File: src/rtl/jt12_eg_mon_if.sv
// Read handshake between a CPU/debug master and the envelope monitor.
interface jt12_eg_mon_if;
    logic       req;
    logic [4:0] req_slot;
    logic       ack;
    logic [9:0] rd_eg;
    logic       rd_err;

    modport master (
        output req,
        output req_slot,
        input  ack,
        input  rd_eg,
        input  rd_err
    );

    modport slave (
        input  req,
        input  req_slot,
        output ack,
        output rd_eg,
        output rd_err
    );
endinterface

File: src/rtl/jt12_eg_mon.sv
// Envelope-output monitor: tracks slot position of the 24-slot eg_V stream,
// keeps a per-slot silent mask and serves single-slot attenuation reads.
module jt12_eg_mon #(
    parameter int unsigned SLOT_OFS  = 0,
    parameter logic [9:0]  SILENT_TH = 10'h3F0
) (
    input  logic               clk,
    input  logic               rst_n,
    input  logic               clk_en,
    input  logic               zero,
    input  logic [9:0]         eg_V,
    jt12_eg_mon_if.slave       rd,
    output logic               synced,
    output logic               sync_err,
    output logic [23:0]        silent
);

    localparam int unsigned NSLOT = 24;
    localparam int unsigned SW    = 5;
    localparam int unsigned EW    = 10;
    localparam logic [SW-1:0] LAST_SLOT = SW'(NSLOT - 1);
    localparam logic [SW-1:0] OFS       = SW'(SLOT_OFS % NSLOT);
    // Local slots at or above WRAP_AT land past 23 once offset, so they wrap.
    localparam logic [SW-1:0] WRAP_AT   = SW'(NSLOT - (SLOT_OFS % NSLOT));
    localparam logic [EW-1:0] EG_MAX    = {EW{1'b1}};

    typedef enum logic [1:0] {
        S_IDLE = 2'd0,
        S_WAIT = 2'd1,
        S_ACK  = 2'd2
    } state_t;

    state_t          state;
    state_t          state_nx;
    logic [SW-1:0]   cnt;
    logic [SW-1:0]   sel;
    logic [SW-1:0]   sel_nx;
    logic            ack_q;
    logic            ack_nx;
    logic [EW-1:0]   rd_eg_q;
    logic [EW-1:0]   rd_eg_nx;
    logic            rd_err_q;
    logic            rd_err_nx;

    logic [SW-1:0]   ls_c;
    logic [SW-1:0]   ts_c;
    logic            live_c;
    logic            beat_c;
    logic            hit_c;

    // Slot decode for the current beat; a zero marker forces local slot 0.
    always_comb begin
        ls_c   = zero ? '0 : cnt;
        ts_c   = (ls_c >= WRAP_AT) ? SW'(ls_c - WRAP_AT) : SW'(ls_c + OFS);
        live_c = synced | zero;
        beat_c = clk_en & live_c;
        hit_c  = beat_c & (ts_c == sel);
    end

    // Slot counter, sync tracking and silent mask.
    always_ff @(posedge clk) begin
        if (!rst_n) begin
            cnt      <= '0;
            synced   <= 1'b0;
            sync_err <= 1'b0;
            silent   <= {NSLOT{1'b1}};
        end else begin
            sync_err <= 1'b0;
            if (clk_en) begin
                cnt <= (ls_c == LAST_SLOT) ? '0 : SW'(ls_c + SW'(1));
                if (zero) begin
                    synced <= 1'b1;
                    if (synced && (cnt != '0))
                        sync_err <= 1'b1;
                end
                if (live_c)
                    silent[ts_c] <= (eg_V >= SILENT_TH);
            end
        end
    end

    // Read FSM state and read-side result registers.
    always_ff @(posedge clk) begin
        if (!rst_n) begin
            state    <= S_IDLE;
            sel      <= '0;
            ack_q    <= 1'b0;
            rd_eg_q  <= '0;
            rd_err_q <= 1'b0;
        end else begin
            state    <= state_nx;
            sel      <= sel_nx;
            ack_q    <= ack_nx;
            rd_eg_q  <= rd_eg_nx;
            rd_err_q <= rd_err_nx;
        end
    end

    // Next-state logic.
    always_comb begin
        state_nx = state;
        case (state)
            S_IDLE: begin
                if (rd.req)
                    state_nx = (rd.req_slot > LAST_SLOT) ? S_ACK : S_WAIT;
            end
            S_WAIT: begin
                if (!rd.req)
                    state_nx = S_IDLE;
                else if (hit_c)
                    state_nx = S_ACK;
            end
            S_ACK: begin
                if (!rd.req)
                    state_nx = S_IDLE;
            end
            default: state_nx = S_IDLE;
        endcase
    end

    // Next values of the registered read outputs.
    always_comb begin
        sel_nx    = sel;
        ack_nx    = ack_q;
        rd_eg_nx  = rd_eg_q;
        rd_err_nx = rd_err_q;
        case (state)
            S_IDLE: begin
                ack_nx = 1'b0;
                if (rd.req) begin
                    sel_nx = rd.req_slot;
                    if (rd.req_slot > LAST_SLOT) begin
                        rd_eg_nx  = EG_MAX;
                        rd_err_nx = 1'b1;
                        ack_nx    = 1'b1;
                    end else begin
                        rd_err_nx = 1'b0;
                    end
                end
            end
            S_WAIT: begin
                if (!rd.req) begin
                    ack_nx = 1'b0;
                end else if (hit_c) begin
                    rd_eg_nx = eg_V;
                    ack_nx   = 1'b1;
                end
            end
            S_ACK: begin
                if (!rd.req)
                    ack_nx = 1'b0;
            end
            default: ack_nx = 1'b0;
        endcase
    end

    assign rd.ack    = ack_q;
    assign rd.rd_eg  = rd_eg_q;
    assign rd.rd_err = rd_err_q;

endmodule

File: src/flat_wrapper.sv
// flat-port wrapper written by rule: the top's interface ports become plain ports
module jt12_eg_mon_flat 
#(
    parameter int unsigned SLOT_OFS  = 0,
    parameter logic [9:0]  SILENT_TH = 10'h3F0
)
  (clk, rst_n, clk_en, zero, eg_V, synced, sync_err, silent, rd_req, rd_req_slot, rd_ack, rd_rd_eg, rd_rd_err);
  jt12_eg_mon_if rd_i ();
  input  logic clk;
  input  logic rst_n;
  input  logic clk_en;
  input  logic zero;
  input  logic [9:0] eg_V;
  output logic synced;
  output logic sync_err;
  output logic [23:0] silent;
  input wire logic [$bits(rd_i.req)-1:0] rd_req;
  input wire logic [$bits(rd_i.req_slot)-1:0] rd_req_slot;
  output wire logic [$bits(rd_i.ack)-1:0] rd_ack;
  output wire logic [$bits(rd_i.rd_eg)-1:0] rd_rd_eg;
  output wire logic [$bits(rd_i.rd_err)-1:0] rd_rd_err;
  assign rd_i.req = rd_req;
  assign rd_i.req_slot = rd_req_slot;
  assign rd_ack = rd_i.ack;
  assign rd_rd_eg = rd_i.rd_eg;
  assign rd_rd_err = rd_i.rd_err;
  jt12_eg_mon #(.SLOT_OFS(SLOT_OFS), .SILENT_TH(SILENT_TH)) u_core (.clk(clk), .rst_n(rst_n), .clk_en(clk_en), .zero(zero), .eg_V(eg_V), .rd(rd_i), .synced(synced), .sync_err(sync_err), .silent(silent));
endmodule
File: config.mk
export PLATFORM = sky130hd
export DESIGN_NAME = jt12_eg_mon_flat
export DESIGN_NICKNAME = d
export VERILOG_FILES = /design/src/rtl/jt12_eg_mon_if.sv /design/src/rtl/jt12_eg_mon.sv /design/src/flat_wrapper.sv
export SDC_FILE = /design/constraint.sdc
export NUM_CORES = 1
export LEC_CHECK = 0
export CAP_MARGIN = 20
export CORE_ASPECT_RATIO = 0.75
export CORE_MARGIN = 3
export CORE_UTILIZATION = 30
export CTS_CLUSTER_DIAMETER = 30
export DETAILED_ROUTE_END_ITERATION = 8
export PLACE_DENSITY_LB_ADDON = 0.3
export SLEW_MARGIN = 20
export SYNTH_ARGS = -nofsm -noshare
export SYNTH_HDL_FRONTEND = slang
export SYNTH_SLANG_ARGS = --single-unit
File: constraint.sdc
create_clock -name clk -period 4.2 [get_ports clk]
set_clock_uncertainty 0.15 [all_clocks]
set_input_delay 0.84 -clock clk [delete_from_list [all_inputs] [get_ports clk]]
set_output_delay 0.84 -clock clk [all_outputs]
set_load 0.1 [all_outputs]
==> reports/summary.md <==
The flow ran to the end, and the final reports show no timing, DRC or antenna violations. The first detailed-routing pass took 4 iterations. The H-tree depth was 2; the weighted congestion reported at the end of routability-driven placement was 0.810. The logs give 10.6 mm for the global-route wire length before repair and 1.07 nW for the cell leakage power.

The tools report the via count of the first global-routing pass as 2,143. Total power for the finished layout comes to 0.00100 W. The synthesized area per cell was 7.83 sq um; the number of hold-slack violations in the final timing report was 0.

The switching share of total power was 31.3%; the share of flip-flops with an asynchronous set or reset was 0%. The initial utilization of the core area, before any placement, comes to 31.6%. Synthesis handed over a netlist of 304 instances. For the core footprint, the log shows 0.00753 sq mm. The layout-stage area growth over the synthesis result was 30.5%.

The cell with the most instances after synthesis is nor2_1. The run gives 378 as the final-stage net count. The count of buffers added on input and output ports is 57.

For this run, the number of standard cells in the final layout without fillers is 456. The die covers 0.00905 sq mm. The HPWL after detailed placement was 4.45 mm. Setup repair after global routing left no endpoint under its margin.

The die is 83.2 microns tall. Cell internal power was estimated by the tool at 0.000688 W. The biggest area contributor in the post-synthesis netlist is dfxtp_1. Number of slew-limit violations in the final report: 0. At the worst endpoint, the arrival time is 3010 ps. Global routing used 14.3% of the available tracks. Setup violations remaining at the end of the flow were counted as 0. The finished cells cover 0.00311 sq mm. The worst setup path is of the input pin to register kind.

The power density over the cells is 322 mW/mm^2. The worst hold-check path type is register to register. The remaining design rule violation count was 0; the slew at the pin closest to its max-slew limit was 990 ps. The worst pin sits at a relative slew slack of 33.8%. The post-synthesis instance area is 0.00238 sq mm. Of the cells placed in the final design, the portion with a size suffix greater than 1 is 3.66%. The via count of the routed design was 2,273. Summing the sequential cell areas from Yosys gives 42.0% of the chip area. Dividing the detail-routed wire length by the instance count gives 13.6 microns.

VDD sags by at most 0.000128 V. Gates resized during post-CTS repair numbered 0. TritonCTS built the clock tree. Before CTS, the worst setup slack after placement is 929 ps. The number of clock buffers added by TritonCTS is 5. For the worst setup path, the data required time is 4230 ps. The number of setup buffers added after CTS is 0.

The synthesized design contains 50 register bits. Largest net degree at the start of global routing: 33. The repair_antennas step left the layout with diodes totalling 0.

The floorplan has 27 rows. The overall die width was 109 microns. The most used flip-flop cell after synthesis is dfxtp_1.

For this design, the CTS-stage hold fixing added 0 buffers. Counting I/O delays and the setup requirement, the final critical path takes 2980 ps. Post-detailed-route count of antenna-violating nets: 0.

The share of total power dissipated in sequential elements is 50.4%. The cell area after placement was 0.00302 sq mm. The run gives 336 MHz as the maximum clock frequency. The kind of start point of the critical path was an input pin. Counting instances in the post-synthesis netlist gives the leading cell types as 51 x nor2_1, 50 x dfxtp_1, 34 x nand2_1. The routed design has 6.20 mm of wire. For this design the total switching power over the nets is 0.000314 W.

During synthesis, Yosys emitted a total of 0 warnings. Counting tap cells, the placed design contains a total of 448 instances. The clock root buffer master is clkbuf_8.

Of all nets on the critical path, the largest fanout is 17. Counting every sink on the clock net gives 50. The clock-pin slew on the worst setup and hold paths works out to 90 ps. By area the synthesized netlist is led by dfxtp_1 42%, nor2_1 8.0%, o21ai_0 5.9%, nand2_1 5.4%, nand3_1 5.3%.

The top-level I/O count was 58; the number of enable-type register cells in the synthesized netlist was 0. The clock network accounts for 28.5% of the total power. The number of distinct library cells after synthesis came out at 40. The endpoint kind of the worst setup timing path was a register. The aggregate global routing overflow is 0. Of the post-synthesis cell area, the dominant cell type holds 42.0%. The total nets after synthesis was 328. The largest buffer count on any clock path is 2, and the ratio of final minimum period to clock period is 70.9%. Setup slack on the critical path of the routed design comes to 1220 ps.

Using the TritonRoute via totals, the vias-per-cell ratio works out to 4.98. Adding up every negative setup slack in the final design gives 0 ps. The run gives 0 as the number of antenna violations at the first check in global routing. Max-cap violations in this run came to 0. The clock insertion delay at the later pin of the skew report was 290 ps. The share of total power dissipated in combinational logic is 21.1%. The first routing iteration left 184 violations.
## per-layer routing
metal | vias to the layer above | share of wire, % | global-route usage [%]
li1 | 1178 | - | -
met1 | 1045 | 52 | 21.3
met2 | 48 | 43 | 21.3
met3 | 2 | 4.3 | 2.56
met4 | 0 | 0.68 | 3.33
met5 | - | 0 | 0
## worst max-delay path, stage by stage
cell and delay [ps]:
clkdlybuf4s50_1 680, and3b_1 340, o221ai_2 120, a211o_1 480
o41ai_1 450, a211oi_1 90
## final timing paths
kind,slack [ps],cells past startpoint,to,startpoint
worst max-delay path,1220,6,u_core.rd.rd_eg[9],zero
worst min-delay path,340,2,u_core.silent[23],u_core.silent[23]
worst max register to register,2030,5,u_core.rd.rd_eg[9],u_core.cnt[2]
worst min register to register,340,2,u_core.silent[23],u_core.silent[23]
## cells by family (layout without fill, tap and decap cells)
| kind of cell | Yosys count | in the layout | share of synthesized area (%) |
|---|---|---|---|
| AND/OR/NAND/NOR | 150 | 150 | 29.8 |
| AO/OA/AOI/OAI | 69 | 69 | 18.3 |
| flip-flops | 50 | 50 | 42.0 |
| buffers and inverters | 23 | 74 | 4.36 |
| multiplexers | 7 | 7 | 2.94 |
| adder cells (fa/ha/maj) | 4 | 4 | 2.10 |
| XOR/XNOR | 1 | 1 | 0.368 |
## stage by stage
stage | hold WS, ps | util [%]
after floorplan | 326 | -
after global placement | 307 | 40.0
after detailed placement | 324 | 40.0
after CTS | 346 | 41.2
after global routing | 372 | 41.2
final | 340 | 41.2
## sequential cells by signal, indices dropped and copies added (netlist names)
name,cells
u_core.silent,24
u_core.rd.rd_eg,10
u_core.state,2
u_core.synced,1
u_core.rd.rd_err,1
u_core.sel,5
u_core.cnt,5
u_core.rd.ack,1
u_core.sync_err,1
## cells in the final DEF (no fill, tap or decap), types with 2 or more instances in the layout
master,n
o21a_1,2
nor2b_1,6
nor2_1,51
clkdlybuf4s50_1,57
a211oi_1,8
inv_1,5
nand3_1,25
nand3b_1,2
dfxtp_1,50
clkbuf_8,6
ha_1,4
o41ai_1,5
a21oi_1,13
o211ai_1,2
o21ai_0,28
nand4_1,4
nand2b_1,11
nor4_1,10
mux2i_1,7
and3b_1,2
o21ai_1,2
buf_4,2
nand2_1,34
## power by group through the flow
stage	Sequential, W	Clock [W]	Combinational, W
final	0.000505	0.000286	0.000211
after global routing	0.000508	0.000319	0.000226
after CTS	0.000505	0.000299	0.000212
after detailed placement	0.000516	0	0.000211
after global placement	0.000516	0	0.000210
after floorplan	0.000592	0	0.0000762
## layout make-up
| type | count | area [sq um] |
|---|---|---|
| fillers | 757 | 4430 |
| multi-input cells | 231 | 1280 |
| flip-flops and latches | 50 | 1000 |
| repair buffers | 59 | 586 |
| well taps | 101 | 126 |
| clock buffers | 7 | 86.3 |
| inverters | 7 | 26.3 |
| clock inverters | 1 | 5.00 |
Note: power is estimated with default switching activity, not from simulation.
